`config.mk`:
```
export PLATFORM = sky130hd
export DESIGN_NAME = ex_mem_stage
export DESIGN_NICKNAME = d
export VERILOG_FILES = /design/src/rtl/ex_mem_pkg.sv /design/src/rtl/ex_mem_stage_flag_reg.sv /design/src/rtl/ex_mem_stage.sv
export SDC_FILE = /design/constraint.sdc
export NUM_CORES = 1
export LEC_CHECK = 0
export ABC_AREA = 1
export ABC_CLOCK_PERIOD_IN_PS = 1300
export CORE_MARGIN = 8
export CORE_UTILIZATION = 37
export CTS_CLUSTER_SIZE = 8
export DETAILED_ROUTE_END_ITERATION = 16
export PLACE_DENSITY = 0.82
export SETUP_SLACK_MARGIN = 0.3
export SYNTH_ARGS = -nofsm -noshare
export SYNTH_HDL_FRONTEND = slang
export SYNTH_HIERARCHICAL = 1
export SYNTH_SLANG_ARGS = --single-unit
```
`constraint.sdc`:
```
create_clock -name clk -period 1.3 [get_ports clk]
set_clock_uncertainty 0.05 [all_clocks]
set_input_delay 0.325 -clock clk [delete_from_list [all_inputs] [get_ports clk]]
set_output_delay 0.325 -clock clk [all_outputs]
set_load 0.02 [all_outputs]
```
`src/rtl/ex_mem_pkg.sv`:
```
// ex_mem_pkg: shared definitions for the WISC EX/MEM pipeline boundary.
//   - WISC opcode constants (OP_ADD .. OP_HLT)
//   - stage state encoding (ST_RUN, ST_HALTED)
//   - default datapath / register-address widths
//   - helper functions classifying opcodes for writeback and flag updates
package ex_mem_pkg;

  localparam int DATA_W_DEF = 16;
  localparam int REG_AW_DEF = 4;

  localparam logic [3:0] OP_ADD    = 4'b0000;
  localparam logic [3:0] OP_SUB    = 4'b0001;
  localparam logic [3:0] OP_XOR    = 4'b0010;
  localparam logic [3:0] OP_RED    = 4'b0011;
  localparam logic [3:0] OP_SLL    = 4'b0100;
  localparam logic [3:0] OP_SRA    = 4'b0101;
  localparam logic [3:0] OP_ROR    = 4'b0110;
  localparam logic [3:0] OP_PADDSB = 4'b0111;
  localparam logic [3:0] OP_LW     = 4'b1000;
  localparam logic [3:0] OP_SW     = 4'b1001;
  localparam logic [3:0] OP_LLB    = 4'b1010;
  localparam logic [3:0] OP_LHB    = 4'b1011;
  localparam logic [3:0] OP_B      = 4'b1100;
  localparam logic [3:0] OP_BR     = 4'b1101;
  localparam logic [3:0] OP_PCS    = 4'b1110;
  localparam logic [3:0] OP_HLT    = 4'b1111;

  typedef enum logic {
    ST_RUN    = 1'b0,
    ST_HALTED = 1'b1
  } stage_state_t;

  // Opcodes that write the register file: everything in 0000-1011 except
  // SW, plus PCS (which writes the return address).
  function automatic logic writes_reg(input logic [3:0] op);
    return ((op <= OP_LHB) && (op != OP_SW)) || (op == OP_PCS);
  endfunction

  // ADD/SUB update all of Z/V/N.
  function automatic logic updates_zvn(input logic [3:0] op);
    return (op == OP_ADD) || (op == OP_SUB);
  endfunction

  // XOR and the shifts update Z only.
  function automatic logic updates_z_only(input logic [3:0] op);
    return (op == OP_XOR) || (op == OP_SLL) || (op == OP_SRA) || (op == OP_ROR);
  endfunction

endpackage

```
`src/rtl/ex_mem_stage_flag_reg.sv`:
```
// ex_mem_stage_flag_reg: architectural Z/V/N flag register.
// Ports:
//   clk, rst_n        clock, async active-low reset (flags clear to 0)
//   en                a real instruction is being captured this edge
//   opcode            opcode of that instruction
//   result            ALU result (Z from ==0, N from MSB)
//   ovf               signed overflow from the ADD/SUB adder
//   flag_z/v/n        registered flags
// Flags hold whenever en=0 or the opcode does not touch them.
module ex_mem_stage_flag_reg
  import ex_mem_pkg::*;
#(
  parameter int DATA_W = DATA_W_DEF
) (
  input  logic              clk,
  input  logic              rst_n,
  input  logic              en,
  input  logic [3:0]        opcode,
  input  logic [DATA_W-1:0] result,
  input  logic              ovf,
  output logic              flag_z,
  output logic              flag_v,
  output logic              flag_n
);

  logic result_zero;
  assign result_zero = (result == '0);

  always_ff @(posedge clk or negedge rst_n) begin
    if (!rst_n) begin
      flag_z <= 1'b0;
      flag_v <= 1'b0;
      flag_n <= 1'b0;
    end else if (en) begin
      if (updates_zvn(opcode)) begin
        flag_z <= result_zero;
        flag_v <= ovf;
        flag_n <= result[DATA_W-1];
      end else if (updates_z_only(opcode)) begin
        flag_z <= result_zero;
      end
    end
  end

endmodule

```
`src/rtl/ex_mem_stage.sv`:
```
// ex_mem_stage: EX/MEM pipeline boundary of the WISC 16-bit CPU.
// Registers the EX result and control into the MEM stage, owns the Z/V/N
// flag register and tracks HLT so the core stops cleanly.
// Ports:
//   clk, rst_n            clock, async active-low reset
//   stall                 hold all stage state (MEM not ready)
//   flush                 squash the instruction being captured
//   ex_valid              EX holds a real instruction
//   ex_opcode/result/ovf/store_data/rd   EX-stage instruction fields
//   mem_valid             MEM holds a real instruction
//   mem_opcode/result/store_data/rd      captured fields
//   mem_reg_we/rd_en/wr_en               decoded writeback / LW / SW strobes
//   flag_z/v/n            architectural flags
//   halted                HLT reached MEM (also the visible FSM state)
//
// Transfer rule: an instruction moves from EX into MEM on a clock edge
// exactly when ex_valid=1, stall=0, flush=0 and the stage is RUNning.
// stall freezes everything (flush is ignored under stall); any other
// non-capturing edge inserts a bubble (mem_valid and strobes cleared,
// data fields hold).
module ex_mem_stage
  import ex_mem_pkg::*;
#(
  parameter int DATA_W = DATA_W_DEF,
  parameter int REG_AW = REG_AW_DEF
) (
  input  logic              clk,
  input  logic              rst_n,
  input  logic              stall,
  input  logic              flush,
  input  logic              ex_valid,
  input  logic [3:0]        ex_opcode,
  input  logic [DATA_W-1:0] ex_result,
  input  logic              ex_ovf,
  input  logic [DATA_W-1:0] ex_store_data,
  input  logic [REG_AW-1:0] ex_rd,
  output logic              mem_valid,
  output logic [3:0]        mem_opcode,
  output logic [DATA_W-1:0] mem_result,
  output logic [DATA_W-1:0] mem_store_data,
  output logic [REG_AW-1:0] mem_rd,
  output logic              mem_reg_we,
  output logic              mem_rd_en,
  output logic              mem_wr_en,
  output logic              flag_z,
  output logic              flag_v,
  output logic              flag_n,
  output logic              halted
);

  stage_state_t state, state_next;
  logic         capture;

  assign capture = !stall && !flush && ex_valid && (state == ST_RUN);

  // ---------------- FSM ----------------
  always_ff @(posedge clk or negedge rst_n) begin
    if (!rst_n) begin
      state <= ST_RUN;
    end else if (!stall) begin
      state <= state_next;
    end
  end

  always_comb begin
    state_next = state;
    case (state)
      ST_RUN:    if (capture && (ex_opcode == OP_HLT)) state_next = ST_HALTED;
      ST_HALTED: state_next = ST_HALTED;  // only reset leaves HALTED
      default:   state_next = ST_RUN;
    endcase
  end

  assign halted = (state == ST_HALTED);

  // ---------------- pipeline registers ----------------
  always_ff @(posedge clk or negedge rst_n) begin
    if (!rst_n) begin
      mem_valid      <= 1'b0;
      mem_opcode     <= '0;
      mem_result     <= '0;
      mem_store_data <= '0;
      mem_rd         <= '0;
      mem_reg_we     <= 1'b0;
      mem_rd_en      <= 1'b0;
      mem_wr_en      <= 1'b0;
    end else if (!stall) begin
      if (capture) begin
        mem_valid      <= 1'b1;
        mem_opcode     <= ex_opcode;
        mem_result     <= ex_result;
        mem_store_data <= ex_store_data;
        mem_rd         <= ex_rd;
        mem_reg_we     <= writes_reg(ex_opcode);
        mem_rd_en      <= (ex_opcode == OP_LW);
        mem_wr_en      <= (ex_opcode == OP_SW);
      end else begin
        // Bubble: flush, ex_valid=0, or halted. Data fields keep old values.
        mem_valid  <= 1'b0;
        mem_reg_we <= 1'b0;
        mem_rd_en  <= 1'b0;
        mem_wr_en  <= 1'b0;
      end
    end
  end

  // ---------------- flags ----------------
  ex_mem_stage_flag_reg #(
    .DATA_W(DATA_W)
  ) u_flag_reg (
    .clk    (clk),
    .rst_n  (rst_n),
    .en     (capture),
    .opcode (ex_opcode),
    .result (ex_result),
    .ovf    (ex_ovf),
    .flag_z (flag_z),
    .flag_v (flag_v),
    .flag_n (flag_n)
  );

endmodule

```
==> results.md <==
- Syn_nets: 279
- Max FO, Critical Path: 4
- Register share of total power: 53.7%
- Measured slew at the worst slew-check pin: 0.261 ns
- Sw Ratio: 20.5%
- Max cap viols: 0
- CP Class: input port to flip-flop
- Internal: 0.00221 W
- Residual DRC: 0
- Synth Instances: 233
- DR vias: 1963
- Final min period: 1.30 ns
- Later-pin clock latency in the skew report: 0.30 ns
- Die height: 89.7 um
- Io pins: 94
- Nets: 416
- Cell Pwr Density: 792 nW/um^2
- Outcome: completed
- Top cells by area, synth: dfrtp_1 (60%), nand2_1 (25%), buf_6 (2.8%)
- Initial drt markers: 73
- Final setup vio count: 0
- Final hold vios: 0
- Register area share after synthesis: 59.9%
- First-pass GRT wire length: 9320 um
- Area after DPL: 3110 um^2
- Post-DRT Antenna Nets: 0
- Final Core Density: 65.4%
- Maximum VDD drop: 620 uV
- Filler Cell Count: 470
- Post-Syn Area: 2010 um^2
- # H-tree levels: 2
- CTS tree: yes
- RSZ-0062 raised after global routing: true
- Largest net degree at the start of global routing: 49
- PortBufs: 93
- Hold crit path type: input port to flip-flop
- Final instance area: 3510 um^2
- Achievable Freq: 0.771 GHz
- Slew HR: 82.6%
- Layout area overhead: 75.1%
- CTS Buffer Depth: 2
- Drt via density: 4.43
- CP Launch Type: input port
- Die Footprint: 8040 um^2
- Share of cells above drive strength 1: 32.9%
- Synth area leader: dfrtp_1
- Syn Area/Cell: 8.61 um^2
- Combinational share of power: 8.8%
- Vias in the first global route: 1959
- Final global-route overflow total: 0
- DR pass1 iterations: 4
- Clock slew at reported path FFs: 0.08 ns
- Yosys top cell area share: 59.9%
- Clock Power Share: 37.5%
- Final max-slew violation count: 0
- Clock sinks: 48
- Clk Tree Root Cell: clkbuf_8
- Seq cells post-synth: 48
- Final Cycle Share: 99.8%
- CTS Buf Count: 5
- Setup TNS: 0 ns
- Drt total wl: 6030 um
- Routed WL per cell: 13.6 um
- Detailed placement HPWL: 4290 um
- Setup WS post-layout: 0.00280 ns
- CP endpoint kind: flip-flop
- GRT Util Overall: 15.2%
- Placer Congestion: 0.730
- Worst Path Required: 1.43 ns
- Dpl ws: -0.358 ns
- NetSw: 0.000571 W
- Inst Count DP: 406
- Core Area: 5370 um^2
- Syn. warnings: 6
- Synth unique cells: 16
- N_diodes: 0
- Row count: 27
- Static leakage: 1.91 nW
- DIE WIDTH: 89.7 um
- Crit path DAT: 1.43 ns
- Initial core utilization: 37.4%
- Initial antenna violation count: 0
- Non-Filler Instances: 443
## stage by stage
step / power (W) / hold WS [ns]
floorplan: 0.00156 / -0.0206
global placement: 0.00176 / 0.280
detailed placement: 0.00176 / 0.277
CTS: 0.00282 / 0.395
global route: 0.00289 / 0.404
finish: 0.00278 / 0.411
## power groups by stage
stage	clock network, W	logic (W)	registers, W
after floorplan	0	0.0000273	0.00153
after global placement	0	0.000236	0.00152
after detailed placement	0	0.000239	0.00152
after CTS	0.00108	0.000245	0.00150
after global routing	0.00113	0.000266	0.00150
final	0.00104	0.000244	0.00150
## repair_timing
| action | CTS | global route |
|---|---|---|
| hold buffers | 1 | 0 |
| hold endpoints to repair | 48 | 0 |
| pin swaps | 3 | 2 |
| gates resized for setup | 294 | 5 |
| setup buffers | 12 | 16 |
| gates cloned | 0 | 0 |
| setup endpoints to repair | 96 | 95 |
## cell type report
type	instances	area, um^2	area share, %
Tap cell	72	90.1	2.56
Sequential cell	48	1200	34.2
Inverter	11	46.3	1.32
Clock inverter	2	35.0	0.997
Clock buffer	6	72.6	2.06
Timing Repair Buffer	138	1350	38.4
Multi-Input combinational cell	166	718	20.4
## placed cells by master (no fill, tap or decap)
cell               n
nand2_1          129
buf_6             49
dfrtp_1           47
clkdlybuf4s50_1   42
buf_4             40
inv_1              8
nor2_1             8
nand2_2            5
nor2_2             5
clkbuf_8           5
o21ai_2            3
nand4_1            3
o21ai_0            3
nand3_1            3
inv_4              2
nor2_4             2
nand3_2            2
dlygate4sd2_1      2
buf_2              2
buf_12             2
nand2_4            1
o21a_1             1
o21ai_1            1
bufinv_16          1
clkinv_2           1
clkbuf_1           1
dfrtp_2            1
dlygate4sd3_1      1
inv_2              1
## metal layers
metal / global-route usage, % / up-vias / wire length, um
li1: - / 977 / -
met5: 0 / - / 0
met3: 3.37 / 5 / 292
met1: 18.1 / 930 / 2540
met2: 26.7 / 51 / 3150
met4: 4.08 / 0 / 40
## sequential cells by signal, summed over array words and instances, names as in the netlist
| register | cells |
|---|---|
| mem_result | 16 |
| mem_store_data | 16 |
| mem_opcode | 4 |
| mem_rd | 4 |
| halted | 1 |
| mem_rd_en | 1 |
| mem_reg_we | 1 |
| mem_valid | 1 |
| mem_wr_en | 1 |
| u_flag_reg/flag_n | 1 |
| u_flag_reg/flag_v | 1 |
| u_flag_reg/flag_z | 1 |
## cell families (layout without fill, tap and decap cells)
group	count (synthesis)	count (layout)	synth area share [%]
simple gates	158	158	31.7
flops	48	48	59.9
buf+inv	19	157	5.74
compound gates	8	8	2.68
## cell usage after synthesis
master,number
nand3_1,5
buf_4,1
dfrtp_1,48
nor2_4,2
o21a_1,1
nand2_1,132
buf_6,5
clkinv_1,1
o21ai_2,3
nor2_1,10
nand2_2,3
inv_1,10
buf_2,2
nand4_1,3
nor2_2,3
o21ai_0,4
## worst paths after layout
path	from	endpoint	slack [ns]	depth (start not counted)
setup / recovery	flush	u_flag_reg/flag_v	0.003	9
hold / removal	stall	mem_valid	0.41	3
setup reg to reg	halted	u_flag_reg/flag_v	0.01	9
hold reg to reg	mem_opcode[1]	mem_opcode[1]	0.46	2
max in group asynchronous	rst_n	halted	0.48	3
min in group asynchronous	rst_n	mem_result[7]	0.50	3
## worst max-delay path, cell delays in order
cell and delay (ns):
clkdlybuf4s50_1 0.44, inv_1 0.08, nand2_2 0.06, nor2_4 0.15, inv_4 0.04, nor2_4 0.12, nand2_2 0.07, nand2_1 0.07
nand2_1 0.06
No activity file was read; power rests on OpenSTA's default activity.
